<file path="config.mk">
export PLATFORM = sky130hd
export DESIGN_NAME = btn_event_gen
export DESIGN_NICKNAME = d
export VERILOG_FILES = /design/src/rtl/btn_event_gen.sv
export SDC_FILE = /design/constraint.sdc
export NUM_CORES = 1
export LEC_CHECK = 0
export ABC_CLOCK_PERIOD_IN_PS = 3810
export CAP_MARGIN = 20
export CELL_PAD_IN_SITES_DETAIL_PLACEMENT = 0
export CELL_PAD_IN_SITES_GLOBAL_PLACEMENT = 1
export CORE_ASPECT_RATIO = 0.8
export CORE_MARGIN = 1.5
export CORE_UTILIZATION = 35
export CTS_CLUSTER_SIZE = 12
export DETAILED_ROUTE_END_ITERATION = 6
export DONT_BUFFER_PORTS = 1
export GPL_ROUTABILITY_DRIVEN = 1
export PLACE_DENSITY_LB_ADDON = 0.12
export SLEW_MARGIN = 20
export SYNTH_ARGS = -nofsm -noshare
export SYNTH_HDL_FRONTEND = slang
export SYNTH_SLANG_ARGS = --single-unit
</file>
<file path="constraint.sdc">
create_clock -name clk -period 3.81 [get_ports clk]
set_input_delay 0.762 -clock clk [delete_from_list [all_inputs] [get_ports clk]]
set_output_delay 0.762 -clock clk [all_outputs]
set_load 0.005 [all_outputs]
</file>
<file path="src/rtl/btn_event_gen.sv">
// Turns a debounced button level into press/release/long/repeat strobes.
// Optional auto-repeat is built when BTN_AUTO_REPEAT_EN is defined.
module btn_event_gen #(
  parameter int LONG_MS   = 1000,
  parameter int REPEAT_MS = 200,
  parameter int CNT_W     = 16
) (
  input  logic             clk,
  input  logic             rst,
  input  logic             tick_1ms,
  input  logic             btn_level,
  output logic             press_pulse,
  output logic             release_pulse,
  output logic             long_pulse,
  output logic             repeat_pulse,
  output logic             held,
  output logic [CNT_W-1:0] hold_ms
);

  typedef enum logic [1:0] {
    IDLE,
    PRESSED,
    LONG_HELD
  } state_t;

  localparam logic [CNT_W-1:0] LONG_C = CNT_W'(LONG_MS);

  state_t           state_q, state_d;
  logic             s1_q, s2_q;
  logic [CNT_W-1:0] hold_q, hold_d, hold_inc;
  logic             press_q, press_d;
  logic             rel_q, rel_d;
  logic             long_q, long_d;
  logic             hold_sat;

`ifdef BTN_AUTO_REPEAT_EN
  localparam logic [CNT_W-1:0] REP_C = CNT_W'(REPEAT_MS);

  logic [CNT_W-1:0] rcnt_q, rcnt_d, rcnt_inc;
  logic             rep_q, rep_d;

  assign rcnt_inc     = rcnt_q + 1'b1;
  assign repeat_pulse = rep_q;
`else
  assign repeat_pulse = 1'b0;
`endif

  assign hold_inc = hold_q + 1'b1;
  assign hold_sat = &hold_q;

  always_comb begin
    state_d = state_q;
    hold_d  = hold_q;
    press_d = 1'b0;
    rel_d   = 1'b0;
    long_d  = 1'b0;
`ifdef BTN_AUTO_REPEAT_EN
    rep_d   = 1'b0;
    rcnt_d  = rcnt_q;
`endif
    unique case (state_q)
      IDLE: begin
        if (s2_q) begin
          state_d = PRESSED;
          press_d = 1'b1;
          hold_d  = '0;
        end
      end
      PRESSED: begin
        // Release outranks a tick landing in the same cycle
        if (!s2_q) begin
          state_d = IDLE;
          rel_d   = 1'b1;
          hold_d  = '0;
        end else if (tick_1ms) begin
          hold_d = hold_inc;
          if (hold_inc == LONG_C) begin
            state_d = LONG_HELD;
            long_d  = 1'b1;
`ifdef BTN_AUTO_REPEAT_EN
            rcnt_d  = '0;
`endif
          end
        end
      end
      LONG_HELD: begin
        if (!s2_q) begin
          state_d = IDLE;
          rel_d   = 1'b1;
          hold_d  = '0;
`ifdef BTN_AUTO_REPEAT_EN
          rcnt_d  = '0;
`endif
        end else if (tick_1ms) begin
          if (!hold_sat) hold_d = hold_inc;
`ifdef BTN_AUTO_REPEAT_EN
          if (rcnt_inc == REP_C) begin
            rep_d  = 1'b1;
            rcnt_d = '0;
          end else begin
            rcnt_d = rcnt_inc;
          end
`endif
        end
      end
      default: begin
        state_d = IDLE;
        hold_d  = '0;
      end
    endcase
  end

  always_ff @(posedge clk or posedge rst) begin
    if (rst) begin
      s1_q    <= 1'b0;
      s2_q    <= 1'b0;
      state_q <= IDLE;
      hold_q  <= '0;
      press_q <= 1'b0;
      rel_q   <= 1'b0;
      long_q  <= 1'b0;
    end else begin
      s1_q    <= btn_level;
      s2_q    <= s1_q;
      state_q <= state_d;
      hold_q  <= hold_d;
      press_q <= press_d;
      rel_q   <= rel_d;
      long_q  <= long_d;
    end
  end

`ifdef BTN_AUTO_REPEAT_EN
  always_ff @(posedge clk or posedge rst) begin
    if (rst) begin
      rcnt_q <= '0;
      rep_q  <= 1'b0;
    end else begin
      rcnt_q <= rcnt_d;
      rep_q  <= rep_d;
    end
  end
`endif

  assign press_pulse   = press_q;
  assign release_pulse = rel_q;
  assign long_pulse    = long_q;
  assign held          = s2_q;
  assign hold_ms       = hold_q;

endmodule

</file>
; Yosys cells after proc, flatten, opt, wreduce, memory -nomap -nowiden
; Index checks and enable logic that the tools add are counted.
[totals]
regBits = 23
latch_bits = 0
ram_bits = 0
rom_bits = 0
inputBits = 4
output_inout_bits = 21
wordCells = 43
memories = 0
[op_classes]
n_addsub = 1
multipliers = 0
div = 0
order_cmp = 0
eq_ne = 9
shift = 0
n_mux = 21
n_bitwise = 0
n_reduce_logical = 5
[ops]
columns = operator, n
row1 = 16-bit two-way mux, 6
row2 = 16-bit case mux with 3 select lines, 1
row3 = 16-bit by 1-bit adder with 16-bit output (second input constant), 1
row4 = 16-bit by 10-bit == test with 1-bit output (second input constant), 1
row5 = 16-bit AND reduction, 1
row6 = 3-bit inequality test (second input constant), 4
row7 = 2-bit two-way mux, 5
row8 = 1-bit two-way mux, 8
row9 = 4-bit AND reduction, 2
row10 = 2-bit case mux with 3 select lines, 1
row11 = 2-bit inequality test (second input constant), 2
row12 = 2-bit by 1-bit == test with 1-bit output (second input constant), 1
row13 = 2-bit == test (second input constant), 1
row14 = 2-bit zero test, 1
row15 = 2-bit OR reduction, 1

; Depth between registers and ports, before layout
; Gate-level depths: netlist (run 1).
[logic_depth]
depth_word = 6
mapped_depth = 9
ltp_nobuf = 8

; Worst setup path after synthesis (run 1)
; No wires, ideal clock.
[synth_path]
path_type = register to register
start = register hold_q[0] (netlist: hold_ms[0])
end = register state_q[0]
t_arrival_ps = 2036
required_time_ps = 3718
setup_slack_ps = 1683
path_stages_with_launch = 9
n_path_buf = 1
period_less_slack_ps = 2127
cell_sequence = dfrtp_1 ha_1 buf_4 nand3_4 nor4_4 xnor2_1 nand4_1 o311a_1 o31ai_2
[synth_between]
elab_chain_len = 4
[synth_lines]
columns = item, line_no
row1 = "start, declared", 30  ; logic [CNT_W-1:0] hold_q, hold_d, hold_inc;
row2 = "start signal, assigned", 126  ; hold_q <= hold_d;
row3 = 16-bit by 1-bit adder with 16-bit output, 48  ; assign hold_inc = hold_q + 1'b1;
row4 = 16-bit by 10-bit == test with 1-bit output, 77  ; if (hold_inc == LONG_C) begin
row5 = 3-bit inequality test (no line), -
row6 = 4-bit AND reduction (no line), -
row7 = "end signal, assigned", 125  ; state_q <= state_d;
row8 = "end, declared", 28  ; state_t state_q, state_d;
; Every way passes these cells.
; A chain may end at the register's enable or synchronous reset.

; Worst setup path after layout (run 1)
[layout_path]
start = register hold_q[0] (netlist: hold_ms[0])
end = register long_q (netlist: long_pulse)
[layout_between]
elab_chain_len = 6
[layout_lines]
columns = item, line_no
row1 = 16-bit by 1-bit adder with 16-bit output, 48
row2 = 16-bit by 10-bit == test with 1-bit output, 77
row3 = 1-bit two-way mux, 77
row4 = 1-bit two-way mux, 75  ; end else if (tick_1ms) begin
row5 = 1-bit two-way mux, 71  ; if (!s2_q) begin
row6 = 1-bit two-way mux, 61  ; unique case (state_q)
row7 = named net long_d, 33  ; logic long_q, long_d;
row8 = "end signal, assigned", 129  ; long_q <= long_d;
row9 = "end, declared", 33
; The timed path passes the listed nets, and every way through them passes these cells.

==> flow_summary.json, run 1 <==
{
  "design.die.area_um2": 5105,
  "final.min_clock_period_ns": 2.491,
  "start_kind": "flip-flop",
  "syn_to_final_growth_pct": 1.603,
  "power.total_mw": 0.6314,
  "holdBufCountCts": 0,
  "syn-cell-area_um2": 1639,
  "drt_iter0_markers": 83,
  "core_area_um2": 4542,
  "cts_resized": 0,
  "cts_setup_buffers": 0,
  "hpwl_mm": 2.755,
  "drive_gt1_frac": 0.09884,
  "grt_max_degree": 25,
  "drv_cap": 0,
  "worstPathMaxFanout": 11,
  "synth.net_count": 191,
  "start_util": 0.3609,
  "p_sw_mw": 0.2305,
  "cts_tree": "done",
  "die_h_um": 64.21,
  "avgSynthCellArea_um2": 9.006,
  "power.leakage_nw": 0.6289,
  "p_int_mw": 0.4009,
  "crit_required_ns": 3.97,
  "rows": 22,
  "seqPwrFrac": 0.478,
  "wl_mm": 3.842,
  "clock_path_buffers": 2,
  "gp_congestion": 0.7800,
  "fin_area_um2": 1665,
  "stdcell_count": 232,
  "crit_type": "flip-flop to flip-flop",
  "yosys_warnings": 0,
  "grt_pass1_vias": 1203,
  "switching_share": 0.3651,
  "numClockSinks": 23,
  "grt_overflow_total": 0,
  "status": "completed",
  "drt_pass1_iterations": 4,
  "synthCells": 182,
  "setup_viol": 0,
  "max_stage_delay_ns": 0.56,
  "final_nets": 182,
  "placedCellCount": 228,
  "grt_usage": 0.1581,
  "drtAntennaViolNets": 0,
  "numPortBuffers": 0,
  "finalCritPeriodShare": 0.6537,
  "vias": 1304,
  "fp.dieW_um": 79.51,
  "grt_pass1_wl_mm": 6.189,
  "drc_errors": 0,
  "crit_path_cell_trace": "ha_1, nand3_4, nor4_4, xnor2_1, and4_1, nand3_1, nor4_1",
  "hold_path_class": "flip-flop to flip-flop",
  "rsz0062_at_grt": "no",
  "hold_viol": 0,
  "cts_buffers": 3,
  "ys_seq_area_frac": 0.3511,
  "ys_types": 47,
  "num_io_pins": 25,
  "critical_path.endpoint_type": "flip-flop",
  "routedWlPerCell_um": 16.56,
  "root_buffer": "clkbuf_8",
  "synth_edf_count": 0,
  "place_area_um2": 1620,
  "via_per_inst": 5.621,
  "relSlewSlack": 0.3898,
  "powerDensity_nw_per_um2": 379.2,
  "cpMaxStageDelayCell": "dfrtp_1",
  "fmax_ghz": 0.4015,
  "cts-htree-levels": 1,
  "async_reset_ff_frac": 1.000,
  "p_comb_frac": 0.276,
  "antenna_found_initial": 0,
  "ir_drop_uv": 284.8,
  "worst_skew_pair.late_latency_ns": 0.26,
  "clkPwrFrac": 0.246,
  "max_slew.worst_pin.slew_ns": 0.9143,
  "clk_pin_slew_ns": 0.08,
  "critPathArrivalTime_ns": 2.65,
  "ys_ff_latch": 23,
  "yosys_most_used_dff": "dfrtp_1",
  "hold_ws_ns": 0.3544,
  "drv_slew": 0,
  "diodes": 0,
  "tns_ns": 0,
  "finClkSkew_ns": 0.001929
}
[cells by family after synthesis]
family                     synth area share
AOI/OAI and AO/OA                    0.2038
xor gates and xnor gates            0.03206
adders and majority gates           0.03817
buffers and inverters               0.07099
DFF                                  0.3511
other                              0.002288
and+or+nand+nor                      0.3015
[path summary, 6_finish.rpt]
kind / start / to / slack, ns / cells past startpoint
min in group asynchronous: rst / s1_q / 0.58 / 1
setup reg to reg: hold_ms[0] / long_pulse / 1.32 / 7
hold reg to reg: s1_q / held / 0.35 / 0
max in group asynchronous: rst / hold_ms[9] / 2.67 / 1
hold / removal: s1_q / held / 0.35 / 0
setup / recovery: hold_ms[0] / long_pulse / 1.32 / 7
[power by group through the flow]
stage	clock network [mW]	logic, mW	registers, mW
finish	0.155	0.174	0.302
global route	0.171	0.199	0.308
CTS	0.165	0.178	0.302
detailed placement	0	0.177	0.307
global placement	0	0.177	0.305
floorplan	0	0.155	0.296
[area by class of cell]
class | instances | area [um2]
Fill cell | 482 | 2877
Inverter | 6 | 22.52
Sequential cell | 23 | 575.6
Clock buffer | 4 | 45.04
Tap cell | 60 | 75.07
Multi-Input combinational cell | 139 | 947.2
[placed cells by master (no fill, tap or decap), types with 2 or more instances in the layout]
| cell | synthesis | layout |
|---|---|---|
| o21ai_1 | 7 | 7 |
| o41ai_1 | 3 | 3 |
| xor2_1 | 2 | 2 |
| nor4_2 | 4 | 4 |
| xnor2_1 | 4 | 4 |
| nand4_1 | 6 | 6 |
| o21ai_0 | 14 | 14 |
| ha_1 | 5 | 5 |
| and4_1 | 2 | 2 |
| nand3_1 | 8 | 8 |
| nor2_1 | 16 | 16 |
| dfrtp_1 | 23 | 23 |
| and3_1 | 2 | 2 |
| and2_1 | 2 | 2 |
| and4b_1 | 2 | 2 |
| inv_1 | 6 | 6 |
| o31ai_1 | 5 | 5 |
| nand2b_1 | 3 | 3 |
| a21oi_1 | 7 | 7 |
| or3_1 | 2 | 2 |
| nand3_4 | 3 | 3 |
| nor2b_1 | 3 | 3 |
| nor4_1 | 3 | 3 |
| nand2_1 | 16 | 16 |
| clkbuf_8 | 0 | 3 |
[through the flow]
stage | setup slack (ns) | util
final | 1.319 | 0.3667
after global routing | 1.044 | 0.3667
after CTS | 1.291 | 0.3667
after detailed placement | 1.319 | 0.3567
after global placement | 1.377 | 0.3567
after floorplan | 1.683 | -
[worst max-delay path: cells and delay by family (launching register included)]
family	cells	cell delay (ns)
AND/OR/NAND/NOR	5	1.21
XOR/XNOR	1	0.21
flip-flops	1	0.56
adder cells (fa/ha/maj)	1	0.39
[sequential cells by signal (all words and copies together), names as in the netlist]
name and flops:
state_q 2, release_pulse 1, hold_ms 16, held 1, long_pulse 1, press_pulse 1
s1_q 1
[per-layer routing]
layer,up-vias,GRT usage,part of all wire,wire (um)
met5,-,0,0,0
met4,0,0.02851,0.0062,24
met3,2,0.04714,0.049,188
met2,25,0.2299,0.45,1722
met1,623,0.2310,0.50,1907
li1,654,-,-,-
[cell usage after synthesis, drive strengths merged (3+ instances only)]
cell	number	area [um2]
o21ai	21	105.1
a21oi	7	35.03
nand4	7	50.05
nand3	11	92.59
dfrtp	23	575.6
inv	6	22.52
nor2	17	71.32
ha	5	62.56
nor2b	3	18.77
nand2b	3	18.77
buf	14	93.84
o41ai	3	26.28
nand2	16	60.06
xnor2	4	35.03
o31ai	6	50.05
nor4	8	90.09
(Power assumes the default switching activity.)
==> run 2: changes to the inputs <==
Settings changed: ABC_CLOCK_PERIOD_IN_PS 3810 to 2500.
Clock period 3.81 ns to 2.5 ns, I/O delays scaled along.
==> run 2 against run 1 <==
Global-route usage increased by 2.1 points. Die area unchanged. Wire length increased by 8.3%. Critical path type unchanged. Largest power group unchanged.
==> flow_summary.json, run 2 (synthesis gave the netlist of run 1 again) <==
{
  "status": "completed",
  "vias": 1397,
  "hold_path_class": "primary input to async pin",
  "r2r_cells": 6,
  "start_util": 0.3609,
  "drtAntennaViolNets": 0,
  "hpwl_mm": 3.014,
  "drt_iter0_markers": 94,
  "drive_gt1_frac": 0.1585,
  "cts_buffers": 3,
  "numClockSinks": 23,
  "grt_usage": 0.1793,
  "antenna_found_initial": 0,
  "ir_drop_uv": 321.3,
  "power.leakage_nw": 0.7062,
  "fp.dieW_um": 79.51,
  "placedCellCount": 239,
  "num_io_pins": 25,
  "drc_errors": 0,
  "cts-htree-levels": 1,
  "fmax_ghz": 0.4294,
  "grt_max_degree": 25,
  "stdcell_count": 243,
  "syn_to_final_growth_pct": 7.252,
  "tns_ns": 0,
  "grt_pass1_wl_mm": 7.120,
  "start_kind": "flip-flop",
  "finalCritPeriodShare": 0.9315,
  "critical_path.endpoint_type": "flip-flop",
  "design.die.area_um2": 5105,
  "cts_setup_buffers": 0,
  "largest_register_ffs": 16,
  "die_h_um": 64.21,
  "via_per_inst": 5.749,
  "holdBufCountCts": 0,
  "seqCellArea_um2": 575.6,
  "final.min_clock_period_ns": 2.329,
  "final_common_cell": "dfrtp_1",
  "powerDensity_nw_per_um2": 574.5,
  "worst_skew_pair.late_latency_ns": 0.27,
  "worstPathMaxFanout": 9,
  "drv_cap": 0,
  "multi_input_area_um2": 955.9,
  "cts_tree": "done",
  "routedWlPerCell_um": 17.12,
  "final_nets": 193,
  "power.total_mw": 1.010,
  "hold_viol": 0,
  "finClkSkew_ns": 0.009176,
  "r2r_slack_ns": 0.17,
  "fillers": 461,
  "critPathArrivalTime_ns": 2.52,
  "drv_slew": 0,
  "drt_pass1_iterations": 4,
  "root_buffer": "clkbuf_8",
  "crit_type": "flip-flop to flip-flop",
  "rows": 22,
  "clk_pin_slew_ns": 0.09,
  "diodes": 0,
  "core_area_um2": 4542,
  "r2r_end": "state_q[0]",
  "crit_required_ns": 2.69,
  "setup_viol": 0,
  "final_cell_mix": "23 x dfrtp_1, 16 x nor2_1, 16 x nand2_1",
  "timing.rr.start": "hold_ms[3]",
  "grt_pass1_vias": 1383,
  "wl_mm": 4.161,
  "numPortBuffers": 0,
  "grt_overflow_total": 0,
  "gp_congestion": 0.8863,
  "clock_path_buffers": 2,
  "rsz0062_at_grt": "no"
}
==> run 2: cell type report <==
| type | instances | share of cell area |
|---|---|---|
| clock inverter | 1 | 0.002847 |
| timing repair buffer | 11 | 0.04697 |
| tap | 60 | 0.04270 |
| clock buffer | 3 | 0.02349 |
| multi-input combinational | 139 | 0.5438 |
| sequential | 23 | 0.3274 |
| inverter | 6 | 0.01281 |
==> run 2: per-layer routing <==
metal / GRT usage / vias to the layer above / routed length (um)
li1: - / 670 / -
met1: 0.2421 / 671 / 1839
met2: 0.2839 / 52 / 1922
met3: 0.04429 / 4 / 352
met4: 0.04825 / 0 / 47
met5: 0 / - / 0
==> run 2: how the worst max path moves through the flow <==
| stage | startpoint | end | slack (ns) |
|---|---|---|---|
| 2_1_floorplan | hold_ms[0] | state_q[0] | 0.37 |
| 3_3_place_gp | hold_ms[2] | state_q[0] | 0.27 |
| 4_1_cts | hold_ms[2] | state_q[0] | 0.19 |
| 5_1_grt | hold_ms[3] | state_q[0] | 0.01 |
| 3_5_place_dp | hold_ms[3] | state_q[0] | 0.18 |
| 6_report | hold_ms[3] | state_q[0] | 0.17 |
==> run 2: worst max-delay path: stages, from the launching register on <==
cell     delay (ns)
dfrtp_1        0.57
nand4_2        0.27
nor4_2         0.45
xnor2_1        0.22
nand3_1        0.18
o311a_1        0.38
o31ai_2        0.18
==> run 2: timing repair <==
item                                    4_1_cts  5_1_grt
endpoints found under the setup margin        0        1
hold endpoints to repair                      0        0
resized for setup                             0        1
==> run 2: power breakdown <==
| part | leakage, nW | total, mW | switching [mW] | internal, mW |
|---|---|---|---|---|
| sequential | 0.311 | 0.433 | 0.0281 | 0.405 |
| clock | 0.0255 | 0.240 | 0.129 | 0.112 |
| combinational | 0.369 | 0.337 | 0.225 | 0.112 |
| total | 0.706 | 1.01 | 0.382 | 0.628 |
==> run 2: stage by stage <==
| stage | hold slack (ns) | cell area [um2] | util | setup slack, ns |
|---|---|---|---|---|
| after floorplan | 0.3312 | 1639 | - | 0.3727 |
| after global placement | 0.3334 | 1703 | 0.3749 | 0.2675 |
| after detailed placement | 0.3373 | 1703 | 0.3749 | 0.1799 |
| after CTS | 0.1660 | 1749 | 0.3851 | 0.1941 |
| after global routing | 0.1687 | 1758 | 0.3871 | 0.01218 |
| final | 0.1589 | 1758 | 0.3871 | 0.1714 |
